$ cat src/rtl/muldiv_unit.sv
// muldiv_unit: iterative RV32M multiply/divide with start/busy/done handshake, flush abort and divide fast paths
module muldiv_unit #(
    parameter int XLEN   = 32,
    parameter int UNROLL = 1
) (
    input  logic            i_clk,
    input  logic            i_rst,
    input  logic            i_start,
    input  logic [2:0]      i_funct3,
    input  logic [XLEN-1:0] i_operand1,
    input  logic [XLEN-1:0] i_operand2,
    input  logic            i_flush,
    output logic            o_busy,
    output logic            o_done,
    output logic [XLEN-1:0] o_result
);
    localparam int N  = XLEN / UNROLL;
    localparam int CW = $clog2(N);

    typedef enum logic [1:0] {S_IDLE, S_CALC, S_FIX, S_DONE} state_t;

    state_t            r_state, w_next;
    logic [CW-1:0]     r_cnt;
    logic [2:0]        r_op;
    logic              r_neg, r_rneg;
    logic [XLEN-1:0]   r_m, r_result;
    logic [2*XLEN-1:0] r_acc, w_step, w_prod;
    logic              w_accept, w_is_div, w_a_neg, w_b_neg, w_div0, w_ovf, w_fast, w_last;
    logic [XLEN-1:0]   w_a_mag, w_b_mag, w_fast_res, w_fix_res, w_q, w_r;

    // Multiply: LSB-first shift-add with the multiplier in the low half.
    // Divide: restoring division with remainder in the high half, quotient shifting into the low half.
    function automatic logic [2*XLEN-1:0] f_step(input logic [2*XLEN-1:0] acc, input logic [XLEN-1:0] m,
                                                 input logic is_div);
        logic [XLEN:0] t;
        logic          ge;
        for (int k = 0; k < UNROLL; k++) begin
            if (is_div) begin
                t   = acc[2*XLEN-1:XLEN-1];
                ge  = t >= {1'b0, m};
                t   = ge ? t - {1'b0, m} : t;
                acc = {t[XLEN-1:0], acc[XLEN-2:0], ge};
            end else begin
                t   = {1'b0, acc[2*XLEN-1:XLEN]} + (acc[0] ? {1'b0, m} : {(XLEN+1){1'b0}});
                acc = {t, acc[XLEN-1:1]};
            end
        end
        return acc;
    endfunction

    assign w_accept   = i_start & ~i_flush & (r_state == S_IDLE || r_state == S_DONE);
    assign w_is_div   = i_funct3[2];
    assign w_a_neg    = i_operand1[XLEN-1] & (i_funct3 == 3'b001 || i_funct3 == 3'b010 ||
                                              i_funct3 == 3'b100 || i_funct3 == 3'b110);
    assign w_b_neg    = i_operand2[XLEN-1] & (i_funct3 == 3'b001 || i_funct3 == 3'b100 || i_funct3 == 3'b110);
    assign w_a_mag    = w_a_neg ? -i_operand1 : i_operand1;
    assign w_b_mag    = w_b_neg ? -i_operand2 : i_operand2;
    assign w_div0     = w_is_div & (i_operand2 == '0);
    assign w_ovf      = w_is_div & ~i_funct3[0] & (i_operand1 == {1'b1, {(XLEN-1){1'b0}}}) & (&i_operand2);
    assign w_fast     = w_div0 | w_ovf;
    assign w_fast_res = w_div0 ? (i_funct3[1] ? i_operand1 : '1) : (i_funct3[1] ? '0 : i_operand1);
    assign w_last     = r_cnt == CW'(N - 1);
    assign w_step     = f_step(r_acc, r_m, r_op[2]);
    assign w_prod     = r_neg ? -r_acc : r_acc;
    assign w_q        = r_neg ? -r_acc[XLEN-1:0] : r_acc[XLEN-1:0];
    assign w_r        = r_rneg ? -r_acc[2*XLEN-1:XLEN] : r_acc[2*XLEN-1:XLEN];
    assign w_fix_res  = r_op[2] ? (r_op[1] ? w_r : w_q) :
                        (r_op[1:0] == 2'b00 ? w_prod[XLEN-1:0] : w_prod[2*XLEN-1:XLEN]);
    assign o_result   = r_result;

    // State register
    always_ff @(posedge i_clk or posedge i_rst) begin
        if (i_rst) r_state <= S_IDLE;
        else       r_state <= w_next;
    end

    // Next-state: accept from IDLE/DONE, iterate N cycles, sign-fix, flush aborts CALC/FIX
    always_comb begin
        w_next = r_state;
        case (r_state)
            S_IDLE, S_DONE: w_next = w_accept ? (w_fast ? S_DONE : S_CALC) : S_IDLE;
            S_CALC:         w_next = i_flush ? S_IDLE : (w_last ? S_FIX : S_CALC);
            default:        w_next = i_flush ? S_IDLE : S_DONE;
        endcase
    end

    // Handshake outputs decoded from the state register only
    always_comb begin
        o_busy = r_state == S_CALC || r_state == S_FIX;
        o_done = r_state == S_DONE;
    end

    // Datapath: latch prepared operands on accept, iterate in CALC, write result on fast path or FIX
    always_ff @(posedge i_clk or posedge i_rst) begin
        if (i_rst) begin
            r_cnt    <= '0;
            r_op     <= '0;
            r_neg    <= 1'b0;
            r_rneg   <= 1'b0;
            r_m      <= '0;
            r_acc    <= '0;
            r_result <= '0;
        end else begin
            if (w_accept) begin
                r_cnt  <= '0;
                r_op   <= i_funct3;
                r_neg  <= w_a_neg ^ w_b_neg;
                r_rneg <= w_a_neg;
                r_m    <= w_is_div ? w_b_mag : w_a_mag;
                r_acc  <= {{XLEN{1'b0}}, w_is_div ? w_a_mag : w_b_mag};
            end else if (r_state == S_CALC) begin
                r_cnt <= r_cnt + 1'b1;
                r_acc <= w_step;
            end
            if (w_accept && w_fast)
                r_result <= w_fast_res;
            else if (r_state == S_FIX && !i_flush)
                r_result <= w_fix_res;
        end
    end
endmodule

$ cat config.mk
export PLATFORM = sky130hd
export DESIGN_NAME = muldiv_unit
export DESIGN_NICKNAME = d
export VERILOG_FILES = /design/src/rtl/muldiv_unit.sv
export SDC_FILE = /design/constraint.sdc
export NUM_CORES = 1
export LEC_CHECK = 0
export BUFFER_PORTS_ARGS = -buffer_cell sky130_fd_sc_hd__buf_2
export CAP_MARGIN = 0
export CORE_MARGIN = 2
export CORE_UTILIZATION = 45
export DETAILED_ROUTE_END_ITERATION = 8
export PLACE_DENSITY_LB_ADDON = 0.2
export SLEW_MARGIN = 20
export SYNTH_ARGS = -nofsm -noshare
export SYNTH_HDL_FRONTEND = slang
export SYNTH_SLANG_ARGS = --single-unit
$ cat constraint.sdc
create_clock -name i_clk -period 4.8 [get_ports i_clk]
set_input_delay 0.48 -clock i_clk [delete_from_list [all_inputs] [get_ports i_clk]]
set_output_delay 0.48 -clock i_clk [all_outputs]
set_load 0.05 [all_outputs]
### After elaboration in Yosys (flattened, before gate mapping)

Cells that the tools add are included.

* add/subtract/negate cells: 8
* magnitude comparators: 1
* equality and inequality tests: 9
* muxes and demuxes: 28
* bitwise operators: 12
* reduce and logical (&&, ||, !) cells: 17

Operator list (number)
* $mux 32: 16
* $mux 64: 4
* $neg 32->32: 4
* $neg 64->64: 1
* $add 32x32->33: 1
* $ge 33x32->1: 1
* $eq 32x32->1 const B: 1
* $logic_not 32->1: 1
* $reduce_and 32->1: 1
* $sub 32x32->32: 1
* $mux 2: 5
* $mux 5: 2
* $and 1x1->1: 8
* $logic_or 1x1->1: 7
* $eq 3x3->1 const B: 2
* $add 5x1->5 const B: 1
* $eq 5x5->1 const B: 1
* $eq 2x2->1 const B: 2
* $logic_not 2->1: 2
* $pmux 2 s2: 1
* $reduce_bool 2->1: 2
* $eq 3x1->1 const B: 1
* $eq 3x2->1 const B: 1
* $eq 2x1->1 const B: 1
* 6 further kinds: 8

* register bits after elaboration: 140
* input port bits: 71
* output and inout port bits: 34

### Longest topological paths before layout

* depth in word-level cells: 8
* depth in mapped cells: 15

### Worst setup path before layout

No wires, ideal clock.

* kind: register to register
* from: register r_acc[0]
* to: register r_acc[62]
* library setup time: 132 ps
* arrival: 3265 ps
* data required time: 4668 ps
* slack: 1403 ps
* cell stages (with the launch flop): 15
* cell sequence: dfrtp_1 inv_1 clkbuf_1 nor2_1 ha_1 o211ai_1 o211ai_1 a311oi_1 o31a_1 o21ai_1 a311o_1 a221oi_1 xnor2_1 a221oi_1 o21ai_1

* word-level cells in the longest chain between the ends: 5

Ends and longest elaborated chain
* from (decl): line 27 `logic [2*XLEN-1:0] r_acc, w_step, w_prod;`
* from (signal assigned): line 110 `r_acc <= {{XLEN{1'b0}}, w_is_div ? w_a_mag : w_b_mag};`
* from (signal assigned): line 113 `r_acc <= w_step;`
* $mux 32: line 44 `t = {1'b0, acc[2*XLEN-1:XLEN]} + (acc[0] ? {1'b0, m} : {(XLEN+1){1'b0}});`
* $add 32x32->33: line 44
* $mux 64: line 38 `if (is_div) begin`
* $mux 64: line 111 `end else if (r_state == S_CALC) begin`
* $mux 64: line 104 `if (w_accept) begin`

No other way between the ends. The select of a mux whose other input is x is not followed.
A chain may end at the register's enable or synchronous reset.

### Worst setup path after layout

* from: register r_acc[35]
* to: register r_acc[33]

* word-level cells in the longest chain between the ends: 5

Ends and longest elaborated chain
* $ge 33x32->1: line 40 `ge = t >= {1'b0, m};`
* $mux 32: line 41 `t = ge ? t - {1'b0, m} : t;`
* $mux 64: line 38
* $mux 64: line 111
* $mux 64: line 104

No other way between the ends. The select of a mux whose other input is x is not followed.

==> impl_metrics.yaml <==
die:
  row_count: 67
  design.core.area_sq_um: 33400
  ios: 105
  die_h_um: 188
  die_w_um: 188
  dieArea_sq_um: 35400
  initial_core_util_pct: 45.6
sta:
  period_needed_ps: 4400
  setup_viol: 0
  maxSlewHeadroom_pct: 30.8
  max_freq_mhz: 227
  rsz0062_at_grt: "false"
  skew_ps: 14.9
  finalCritPeriodShare_pct: 91.6
  hold_viol: 0
  drv_slew: 0
  hold_slack_ps: 163
  tns_ps: 0
  worst_pin_slew_ps: 1030
clocking:
  clockBufferDepth: 2
  htreeDepth: 4
  clk_latency_ps: 440
  clk_pin_slew_worst_paths_ps: 60
  cts_buffers: 17
  hold_buffers: 0
  clock_sinks: 140
  ctsResizeCount: 0
  cts-root-buf: "clkbuf_16"
  cts_setup_buffers: 0
  cts_tree: "built"
worst_setup_path:
  cp-end-kind: "flop"
  critPathMaxFanout: 12
  cp_top_family: "compound AO/OA/AOI/OAI gates"
  cp_num_cells: 12
  cpMostUsedCell: "a21oi_1"
  cp_num_buf_inv: 1
  path_class: "reg2reg"
  reg2reg_depth: 12
  cp_cell_sequence: "ha_1 > and3_1 > o21ai_0 > a31oi_1 > o21ai_0 > a21oi_1 > buf_4 > a21oi_1 > o311a_1 > mux2_2 > a21oi_1 > a211oi_1"
  cp_slowest_cell: "o311a_1"
  start_kind: "flop"
  crit_path_max_incr_delay_ps: 670
  cp.arrival_ps: 4680
  required_ps: 5080
placed_design:
  place_area_sq_um: 16100
  place_hpwl_um: 44400
  gp_congestion: 0.991
  place_inst: 2517
  port_buffers: 104
grt:
  antenna_found_initial: 2
  grt_max_degree: 95
  grtUsageTotal_pct: 32.3
  grt_pass1_vias: 14500
  grt_pass1_wl_um: 87700
  gr-total-overflow: 0
yosys:
  ys_seq_area_share_pct: 22.9
  synth.distinct_cells: 91
  ys.flop_type: "dfrtp_1"
  synthArstFlopShare_pct: 100
  synth_commonest_cells: "262 x nand2_1, 231 x o21ai_0, 172 x nor2_1, 166 x a21oi_1, 140 x dfrtp_1"
  synth_fp_nets: 2228
  synth_area_leaders: "dfrtp_1 23%, o21ai_0 7.6%, nand2_1 6.4%, ha_1 6.1%, xnor2_1 6.0%"
  yosys_warnings: 0
  synthesis.area_sq_um: 15300
  synthCells: 2080
  avgSynthCellArea_sq_um: 7.34
  synth_top_area_share_pct: 22.9
  synth_top_area_cell: "dfrtp_1"
  synth_seq_cells: 140
  yosysMostFrequentCell: "nand2_1"
  synth_edf_count: 0
routing:
  dr.first_iter.drc_count: 2004
  remaining_drc_errors: 0
  dr.pass1.iters: 8
  vias: 15900
  ant_nets: 0
  routed_wl_um: 57700
  routed_via_density: 6.26
  routedWlPerCell_um: 22.6
cells_and_area:
  n_antenna_cell: 0
  utilization_pct: 49.7
  multi_input_area_sq_um: 10800
  syn2layout_area_growth_pct: 8.98
  finalNonFillerCells: 2547
  fill_cells: 3343
  drive_above_1_share_pct: 11.0
  final_area_sq_um: 16600
  regArea_sq_um: 3510
  nets: 2236
pwr:
  vdd_drop_max_uv: 305
  power_density_nw_per_um2: 565
  leakagePower_nw: 7.04
min_path:
  hold_path_class: "in2async"
job:
  drv_cap: 0
run_status:
  outcome: "complete, no violations"
worst reg2reg max path, cell delays in order, from the launching register on:
cell      delay [ps]
dfrtp_1          630
ha_1             400
and3_1           290
o21ai_0          160
a31oi_1          200
o21ai_0          510
a21oi_1          130
buf_4            180
a21oi_1          460
o311a_1          670
mux2_2           420
a21oi_1          140
a211oi_1          60
area by class of cell:
class	count	share of cell area [%]
Multi-Input combinational cell	1709	65.2
Sequential cell	140	21.1
Tap cell	448	3.37
Inverter	71	1.63
Clock buffer	19	2.60
Clock inverter	11	0.880
Timing Repair Buffer	149	5.25
placed cells by master (no fill, tap or decap), types with 68 or more instances in the layout:
master / n
nor2_1: 171
xnor2_1: 104
xor2_1: 85
buf_2: 103
o211ai_1: 77
nand2_1: 262
inv_1: 68
o21ai_0: 231
ha_1: 74
dfrtp_1: 138
a21oi_1: 166
power by group:
| group | switching [mW] | internal (mW) | leakage [nW] |
|---|---|---|---|
| Sequential | 0.652 | 1.50 | 1.76 |
| Clock | 0.560 | 0.812 | 0.284 |
| Combinational | 3.57 | 2.30 | 4.99 |
per-layer routing:
layer	wire length, um	vias up	GRT usage [%]
li1	-	7501	-
met1	24800	7544	44.3
met2	25200	766	48.7
met3	4580	127	5.61
met4	3120	0	16.7
met5	0	-	0
sequential cells by signal, summed over array words and instances (netlist names):
register,cells
r_acc,64
o_result,32
r_m,32
r_cnt,5
r_op,3
r_state,2
r_neg,1
r_rneg,1
logic make-up after synthesis:
family          share of synthesized area [%]
fa+ha+maj                                6.88
compound gates                           28.5
mux                                      3.93
xor+xnor                                 10.8
simple gates                             20.8
flops                                    22.9
buf+inv                                  6.12
stage by stage:
stage | worst slack, ps | power (mW)
floorplan | 567 | 6.24
global placement | 652 | 7.83
detailed placement | 578 | 7.85
CTS | 545 | 9.26
global route | 272 | 10.0
finish | 404 | 9.40
final timing paths:
path                                  startpoint               endpoint  slack [ps]
max                        r_acc[35]$_DFFE_PP0P_  r_acc[33]$_DFFE_PP0P_         400
min                                        i_rst   r_cnt[0]$_DFFE_PP0P_         160
max reg2reg                r_acc[35]$_DFFE_PP0P_  r_acc[33]$_DFFE_PP0P_         400
min reg2reg                   r_m[4]$_DFFE_PP0P_     r_m[4]$_DFFE_PP0P_         480
max in group asynchronous                  i_rst  r_acc[61]$_DFFE_PP0P_        3610
min in group i_clk                   i_funct3[0]    r_op[0]$_DFFE_PP0P_         310
(Power assumes the default switching activity.)
